### config.mk
export PLATFORM = sky130hd
export DESIGN_NAME = octave_downsample
export DESIGN_NICKNAME = d
export VERILOG_FILES = /design/src/rtl/sift_pkg.sv /design/src/rtl/ds_raster_cnt.sv /design/src/rtl/octave_downsample.sv
export SDC_FILE = /design/constraint.sdc
export NUM_CORES = 1
export LEC_CHECK = 0
export ABC_AREA = 0
export CAP_MARGIN = 20
export CORE_AREA = 2 2 65 67
export CTS_CLUSTER_DIAMETER = 30
export DETAILED_ROUTE_END_ITERATION = 8
export DIE_AREA = 0 0 67 69
export PLACE_DENSITY_LB_ADDON = 0.25
export SLEW_MARGIN = 0
export SYNTH_ARGS = -nofsm -noshare
export SYNTH_HDL_FRONTEND = slang
export SYNTH_SLANG_ARGS = --single-unit
### constraint.sdc
create_clock -name iclk -period 5.9 [get_ports iclk]
set_clock_uncertainty 0.2 [all_clocks]
set_input_delay 0.885 -clock iclk [delete_from_list [all_inputs] [get_ports iclk]]
set_output_delay 0.885 -clock iclk [all_outputs]
set_load 0.1 [all_outputs]
### src/rtl/sift_pkg.sv
// rtl/sift_pkg.sv - shared types, constants and width helpers for the SIFT octave pipeline
// Purpose: FSM state encoding for the downsampler, decimation mode constants and
//          counter-width helpers used by octave_downsample and ds_raster_cnt.
// Ports:   none (package).
package sift_pkg;

  typedef enum logic [1:0] {
    ST_IDLE = 2'd0,
    ST_RUN  = 2'd1,
    ST_DONE = 2'd2
  } ds_state_e;

  localparam int MODE_PICK = 0;
  localparam int MODE_BOX  = 1;

  // Bits needed to count 0..n-1; never less than one bit.
  function automatic int cnt_w(input int n);
    return (n <= 2) ? 1 : $clog2(n);
  endfunction

  // log2 of a power-of-two factor; never less than one bit.
  function automatic int log2_w(input int f);
    return (f <= 2) ? 1 : $clog2(f);
  endfunction

endpackage

### src/rtl/ds_raster_cnt.sv
// rtl/ds_raster_cnt.sv - raster x/y position counters with wrap flags and decimation phase
// Purpose: tracks the coordinate of the pixel on the input bus. The registers hold the
//          position of the next expected pixel; a restart beat is pixel (0,0) itself.
// Ports:   iclk, irst    clock and synchronous active-high reset
//          restart       current beat is a start-of-frame beat
//          adv           current beat is accepted; step to the next position
//          cur_x, cur_y  coordinate of the current beat
//          x_last/y_last current beat is on the last column / last line
//          x_ph, y_ph    cur_x % FACTOR, cur_y % FACTOR
module ds_raster_cnt
  import sift_pkg::*;
#(
  parameter int IMG_W  = 512,
  parameter int IMG_H  = 512,
  parameter int FACTOR = 2,
  parameter int XW     = cnt_w(IMG_W),
  parameter int YW     = cnt_w(IMG_H),
  parameter int PW     = log2_w(FACTOR)
) (
  input  logic          iclk,
  input  logic          irst,
  input  logic          restart,
  input  logic          adv,
  output logic [XW-1:0] cur_x,
  output logic [YW-1:0] cur_y,
  output logic          x_last,
  output logic          y_last,
  output logic [PW-1:0] x_ph,
  output logic [PW-1:0] y_ph
);

  logic [XW-1:0] x_q;
  logic [YW-1:0] y_q;

  assign cur_x  = restart ? '0 : x_q;
  assign cur_y  = restart ? '0 : y_q;
  assign x_last = (cur_x == XW'(IMG_W - 1));
  assign y_last = (cur_y == YW'(IMG_H - 1));
  // FACTOR is a power of two, so the phase is just the low bits of the coordinate.
  assign x_ph   = PW'(cur_x);
  assign y_ph   = PW'(cur_y);

  always_ff @(posedge iclk) begin
    if (irst) begin
      x_q <= '0;
      y_q <= '0;
    end else if (adv) begin
      x_q <= x_last ? '0 : cur_x + XW'(1);
      if (x_last) y_q <= y_last ? '0 : cur_y + YW'(1);
      else        y_q <= cur_y;
    end
  end

endmodule

### src/rtl/octave_downsample.sv
// rtl/octave_downsample.sv - 2-D decimator producing the next SIFT octave from a raster stream
// Purpose: keeps one pixel per FACTOR x FACTOR block (MODE_PICK) or the rounded mean of
//          FACTOR horizontal pixels on kept rows (MODE_BOX); all outputs registered one
//          cycle after the deciding input beat.
// Ports:   iclk, irst   clock and synchronous active-high reset
//          iSof         start of frame, qualified by iDval
//          iDval, iData input pixel strobe and value
//          oData_en     single-cycle output pixel strobe; oData holds between strobes
//          oData        output pixel
//          oMAC_en      oData_en restricted to input columns below AUX_LEN
//          oLine_end    last output pixel of a kept row
//          oFrame_end   last output pixel of the frame
module octave_downsample
  import sift_pkg::*;
#(
  parameter int DATA_W  = 8,
  parameter int IMG_W   = 512,
  parameter int IMG_H   = 512,
  parameter int FACTOR  = 2,
  parameter int PHASE_X = 0,
  parameter int PHASE_Y = 0,
  parameter int MODE    = 0,
  parameter int AUX_LEN = 259
) (
  input  logic              iclk,
  input  logic              irst,
  input  logic              iSof,
  input  logic              iDval,
  input  logic [DATA_W-1:0] iData,
  output logic              oData_en,
  output logic [DATA_W-1:0] oData,
  output logic              oMAC_en,
  output logic              oLine_end,
  output logic              oFrame_end
);

  localparam int XW = cnt_w(IMG_W);
  localparam int YW = cnt_w(IMG_H);
  localparam int PW = log2_w(FACTOR);
  localparam int SW = DATA_W + PW;
  // Column of the last emitted pixel in a line and the last kept row of the frame.
  localparam int LAST_X = (MODE == MODE_BOX) ? IMG_W - 1 : IMG_W - FACTOR + PHASE_X;
  localparam int LAST_Y = PHASE_Y + FACTOR * ((IMG_H - 1 - PHASE_Y) / FACTOR);
  localparam int unsigned AUX_U = AUX_LEN;

  if ((IMG_W % FACTOR) != 0 || FACTOR < 2 || FACTOR > 8 ||
      (FACTOR & (FACTOR - 1)) != 0 || PHASE_X >= FACTOR || PHASE_Y >= FACTOR) begin : g_param_err
    $error("octave_downsample: illegal FACTOR/PHASE/IMG_W combination");
  end

  ds_state_e     state_q, state_d;
  logic [SW-1:0] acc_q;

  logic          accept, restart;
  logic [XW-1:0] cur_x;
  logic [YW-1:0] cur_y;
  logic          x_last, y_last;
  logic [PW-1:0] x_ph, y_ph;

  logic              emit, line_hit, frame_hit, mac_ok;
  logic [SW-1:0]     sum_now, rounded;
  logic [DATA_W-1:0] out_val;

  // Outside RUN only a start-of-frame beat is taken; in RUN it resynchronises.
  assign restart = iDval & iSof;
  assign accept  = iDval & (iSof | (state_q == ST_RUN));

  ds_raster_cnt #(
    .IMG_W (IMG_W),
    .IMG_H (IMG_H),
    .FACTOR(FACTOR),
    .XW    (XW),
    .YW    (YW),
    .PW    (PW)
  ) u_cnt (
    .iclk   (iclk),
    .irst   (irst),
    .restart(restart),
    .adv    (accept),
    .cur_x  (cur_x),
    .cur_y  (cur_y),
    .x_last (x_last),
    .y_last (y_last),
    .x_ph   (x_ph),
    .y_ph   (y_ph)
  );

  always_ff @(posedge iclk) begin
    if (irst) state_q <= ST_IDLE;
    else      state_q <= state_d;
  end

  always_comb begin
    state_d   = state_q;
    emit      = 1'b0;
    line_hit  = 1'b0;
    frame_hit = 1'b0;
    mac_ok    = 1'b0;
    // Group start discards the old sum, so no explicit clear is needed on resync.
    sum_now   = ((x_ph == '0) ? '0 : acc_q) + SW'(iData);
    rounded   = sum_now + SW'(FACTOR / 2);
    out_val   = iData;

    if (accept) begin
      state_d = (x_last && y_last) ? ST_DONE : ST_RUN;
      if (MODE == MODE_BOX) begin
        emit    = (y_ph == PW'(PHASE_Y)) && (x_ph == PW'(FACTOR - 1));
        out_val = DATA_W'(rounded >> PW);
      end else begin
        emit    = (y_ph == PW'(PHASE_Y)) && (x_ph == PW'(PHASE_X));
      end
      line_hit  = (cur_x == XW'(LAST_X));
      frame_hit = line_hit && (cur_y == YW'(LAST_Y));
      mac_ok    = (32'(cur_x) < AUX_U);
    end
  end

  always_ff @(posedge iclk) begin
    if (irst) begin
      acc_q      <= '0;
      oData_en   <= 1'b0;
      oData      <= '0;
      oMAC_en    <= 1'b0;
      oLine_end  <= 1'b0;
      oFrame_end <= 1'b0;
    end else begin
      if (accept) acc_q <= sum_now;
      oData_en   <= emit;
      oMAC_en    <= emit & mac_ok;
      oLine_end  <= emit & line_hit;
      oFrame_end <= emit & frame_hit;
      if (emit) oData <= out_val;
    end
  end

endmodule

==> metrics list <==
* Run status: complete, no violations
- The finished layout holds 261 standard cells, fillers aside.
* Largest driver fanout on the critical path: 23
- Final wirelength: between 4000 and 5000 um
- For this run, asynchronously set or reset flops after synthesis account for 0.
- Pin count of the biggest net entering global routing: 33
- Power per standard cell area: between 200 and 250 mW/mm^2
- # H-tree levels: 2
- TritonCTS clock tree: done
- For this run, the leading register cell type out of synthesis is sky130_fd_sc_hd__dfxtp_1.
- Number of global-route vias before repair: 1,453
- Fin crit share: 0.692
* Half-perimeter wire length after placement: ~2900 um
- The endpoint identified for the worst register-to-register timing path is u_cnt.y_q[6].
- Multiplexer area fraction after synthesis: 0.0475
- Vias after detailed routing: 1,545
* Sequential area share after synthesis: 0.380
- After detailed routing, the average wire length per cell comes to 15.8 um.
- Summing every instance area after synthesis gives 0.00168 mm^2.
- Least-Margin Pin Slew: 0.991 ns
- Part of the total power dissipated in sequential elements: 0.470
* Fin. Hold Viols: 0
- Remaining design rule violation count: 0
* Slew margin rel.: 0.337
- Of the cells placed in the final design, the portion with a size suffix greater than 1 is 0.104.
- Initial antenna violation count: 0
- For this configuration, the core starts out at a cell density of 0.430.
* Worst reg2reg setup slack: 3.05 ns
- Fraction of power spent switching nets: 0.294
- For this run, the total global-route usage over all layers was measured as 0.188.
- Worst Setup Path Type: input port to register
- Simple-gate share of the synthesized area: 0.287
- Number of inserted filler cells in the final layout: 379
* Diodes inserted: 0
- Area of the die: around 0.0046 mm^2
* Die Wd: between 60 and 70 um
- Clock-pin slew was measured on the worst setup and hold paths at 0.07 ns.
- The routed design could run at a clock period as short as between 4 and 5 ns.
- Counting instances, the worst hold path has a depth of 2.
- Number of synthesized register bits: 32
* Xor and xnor fraction of the mapped netlist area: 0
- I/O pin count: 24
- Synthesized instance count: 189
- Capture point of the worst path: u_cnt.y_q[6]
* Switch Pwr: 141 uW
- Number of vias per cell: 5.92
- For this run, the number of Yosys warnings is 0.
* Cts hold-fix bufs: 0
* Count of input and output buffers: 23
- Global routing finished with a remaining overflow of 0.
* Highest-delay cell along the critical path: sky130_fd_sc_hd__clkdlybuf4s50_1
- Number of buffers inserted by post-CTS setup repair: 0
* Root buffer selected by CTS: sky130_fd_sc_hd__clkbuf_8
- Met1 routed wirelength after detailed routing: 1840 um
- Number of resized instances in the post-cts repair step: 0
- Number of cells on the worst reg-to-reg path: 10
- By area, the combinational part of the netlist is dominated by simple AND/OR/NAND/NOR gates.
* Number of instances in the placed design: about 250
- The worst register-to-register path begins at u_cnt.x_q[0].
- Num Clock Sinks: 32
- The first global-routing pass estimated 6780 um of wire.
* RSZ-0062 raised after global routing: no
- STA puts the critical path data arrival time at roughly 4.1 ns.
- Distinct cell type count after synthesis: 52
* Crit end category: register
* Routed length on met2: 2090 um
- Number of buffers between clock root and the deepest sink: 2
* Most frequent CP cell: sky130_fd_sc_hd__ha_1
- Dpl cell area: 0.00191 mm^2
- Chip height: 69 um
- Number of max-cap violations: 0
- The number of clock buffers added by TritonCTS is 5.
- Across the VDD grid, the largest voltage drop is 0.000159 V.
- Summed over all cells, the static leakage comes to 0.769 nW.
- Data required time of the critical path: 5.92 ns
- Adder-cell share of the synthesized area: 0.0446
- Share of total power in combinational logic: 0.159
* Synthesized area divided by synthesized cell count: between 8 and 9 um^2
* Number of pins exceeding their max-slew limit in the final report: 0
- For this block, the initial DRC count from the detailed router was 141.
- The compound-cell area share of the yosys netlist is 0.184.
- The critical path goes through clkdlybuf4s50_1 > nand2_2 > and2_1 > ha_1 > nand2_1 > nor2_1 > ha_1 > and4_1 > nand4_1 > or4b_1 > a31oi_1.
* Wire length on met3: 188 um
- Detailed Routing Iterations Pass 1: 4
* Count of final setup violators: 0
- DRT antenna net count: 0
- Yosys mapped a number of flops with a built-in enable equal to 0.
* Placeable core region: 0.00391 mm^2
- Timing would allow up to between 0.2 and 0.25 GHz.
* Later-pin clock latency in the skew report: 0.29 ns
- Highest metal layer with signal wires: met4
- Delay of the slowest cell on the worst path: between 0.6 and 0.7 ns
- Post-synthesis net count: 207
* Path type of the worst min-delay path: register to register
- From synthesis to final layout, the design area changed by 19.2%.
- Standard-cell rows: 23
- Critical Path Source Type: input port
- At the end of the flow, the number of nets in the layout was about 230.
- Final design area excluding fillers: 0.00201 mm^2
* Start point of the critical path: iDval
- Internal power comes to 338 uW.
- GP Congestion: 0.868
- Min Hold Slack: about 0.29 ns
- The share of total power dissipated in the clock network is 0.371.
* Final design utilization: 0.513
* Sum of negative setup slack: 0 ns
==> through the flow <==
step	setup slack [ns]	total power, mW
global route	1.64	0.497
global placement	1.72	0.303
detailed placement	1.57	0.305
finish	1.82	0.479
CTS	1.89	0.483
floorplan	2.44	0.285
==> how the worst min path moves through the flow <==
stage,slack [ns],end,start
floorplan,0.25,u_cnt.x_q[8],u_cnt.x_q[8]
global placement,0.26,u_cnt.x_q[8],u_cnt.x_q[8]
detailed placement,0.27,u_cnt.x_q[8],u_cnt.x_q[8]
CTS,0.28,u_cnt.x_q[8],u_cnt.x_q[8]
global route,0.31,u_cnt.x_q[8],u_cnt.x_q[8]
finish,0.29,u_cnt.x_q[8],u_cnt.x_q[8]
==> critical path: cells and delay by family <==
kind                       cells  cell delay [ns]
AOI/OAI and AO/OA              1             0.18
and+or+nand+nor                7             1.73
adders and majority gates      2             0.68
buffers and inverters          1             0.61
==> area by class of cell <==
cell class	count	area (um^2)	share of cell area
Tap cell	50	62.6	0.0312
Multi-Input combinational cell	141	947	0.472
Inverter	5	18.8	0.00935
Sequential cell	32	641	0.319
Timing Repair Buffer	25	245	0.122
Clock inverter	2	10.0	0.00499
Clock buffer	6	82.6	0.0411
==> sequential cells by signal, summed over array words and instances, names as in the netlist <==
register	count
oFrame_end	1
oData	8
state_q	2
u_cnt.y_q	9
oData_en	1
oLine_end	1
u_cnt.x_q	9
oMAC_en	1
==> cell usage in the layout (no fill, tap or decap), types with 2 or more instances in the layout <==
master	Yosys	final
sky130_fd_sc_hd__a211oi_1	6	6
sky130_fd_sc_hd__and2_1	6	6
sky130_fd_sc_hd__nand4_1	7	7
sky130_fd_sc_hd__and3_1	4	4
sky130_fd_sc_hd__inv_1	4	4
sky130_fd_sc_hd__o2111ai_1	2	2
sky130_fd_sc_hd__o21ai_0	8	8
sky130_fd_sc_hd__a22oi_1	2	2
sky130_fd_sc_hd__mux2i_1	8	8
sky130_fd_sc_hd__nand2_1	15	15
sky130_fd_sc_hd__ha_1	6	6
sky130_fd_sc_hd__nand3_2	2	2
sky130_fd_sc_hd__a31oi_1	3	3
sky130_fd_sc_hd__and4_1	3	3
sky130_fd_sc_hd__nand3b_1	2	2
sky130_fd_sc_hd__clkbuf_8	0	6
sky130_fd_sc_hd__nor4_1	3	3
sky130_fd_sc_hd__clkinv_2	0	2
sky130_fd_sc_hd__or3_1	3	3
sky130_fd_sc_hd__or4_1	2	2
sky130_fd_sc_hd__buf_4	3	2
sky130_fd_sc_hd__nor4b_1	2	2
sky130_fd_sc_hd__dfxtp_1	32	32
sky130_fd_sc_hd__nor2_1	16	16
sky130_fd_sc_hd__clkdlybuf4s50_1	0	23
sky130_fd_sc_hd__a21oi_1	11	11
sky130_fd_sc_hd__nand3_1	6	6
==> cell families after synthesis <==
group | count (synthesis)
AND/OR/NAND/NOR | 82
AO/OA/AOI/OAI | 45
adder cells (fa/ha/maj) | 6
buffers and inverters | 16
multiplexers | 8
flip-flops | 32
==> power groups by stage <==
stage,Combinational (mW),Clock [mW],Sequential [mW]
2_1_floorplan,0.0289,0,0.257
3_3_place_gp,0.0738,0,0.229
3_5_place_dp,0.0753,0,0.230
4_1_cts,0.0754,0.183,0.225
5_1_grt,0.0800,0.192,0.225
6_report,0.0760,0.178,0.225
==> Yosys cell counts (all sizes together), types with 3 or more instances <==
library cell  instances  share of area
a211oi                6          0.027
a21oi                11          0.033
a31oi                 3          0.011
and2                  7          0.027
and3                  4          0.015
and4                  3          0.016
buf                   8          0.039
clkbuf                3         0.0067
dfxtp                32           0.38
ha                    6          0.045
inv                   5          0.011
mux2i                 8          0.048
nand2                16          0.037
nand3                 8          0.030
nand4                 7          0.026
nor2                 16          0.036
nor4                  4          0.019
o21ai                10          0.032
or3                   3          0.011
==> metal layers <==
| metal | vias to the layer above | track usage |
|---|---|---|
| met4 | 0 | 0.0658 |
| met5 | - | 0 |
| met1 | 752 | 0.234 |
| li1 | 754 | - |
| met3 | 4 | 0.0718 |
| met2 | 35 | 0.292 |
No activity file was read; power rests on OpenSTA's default activity.
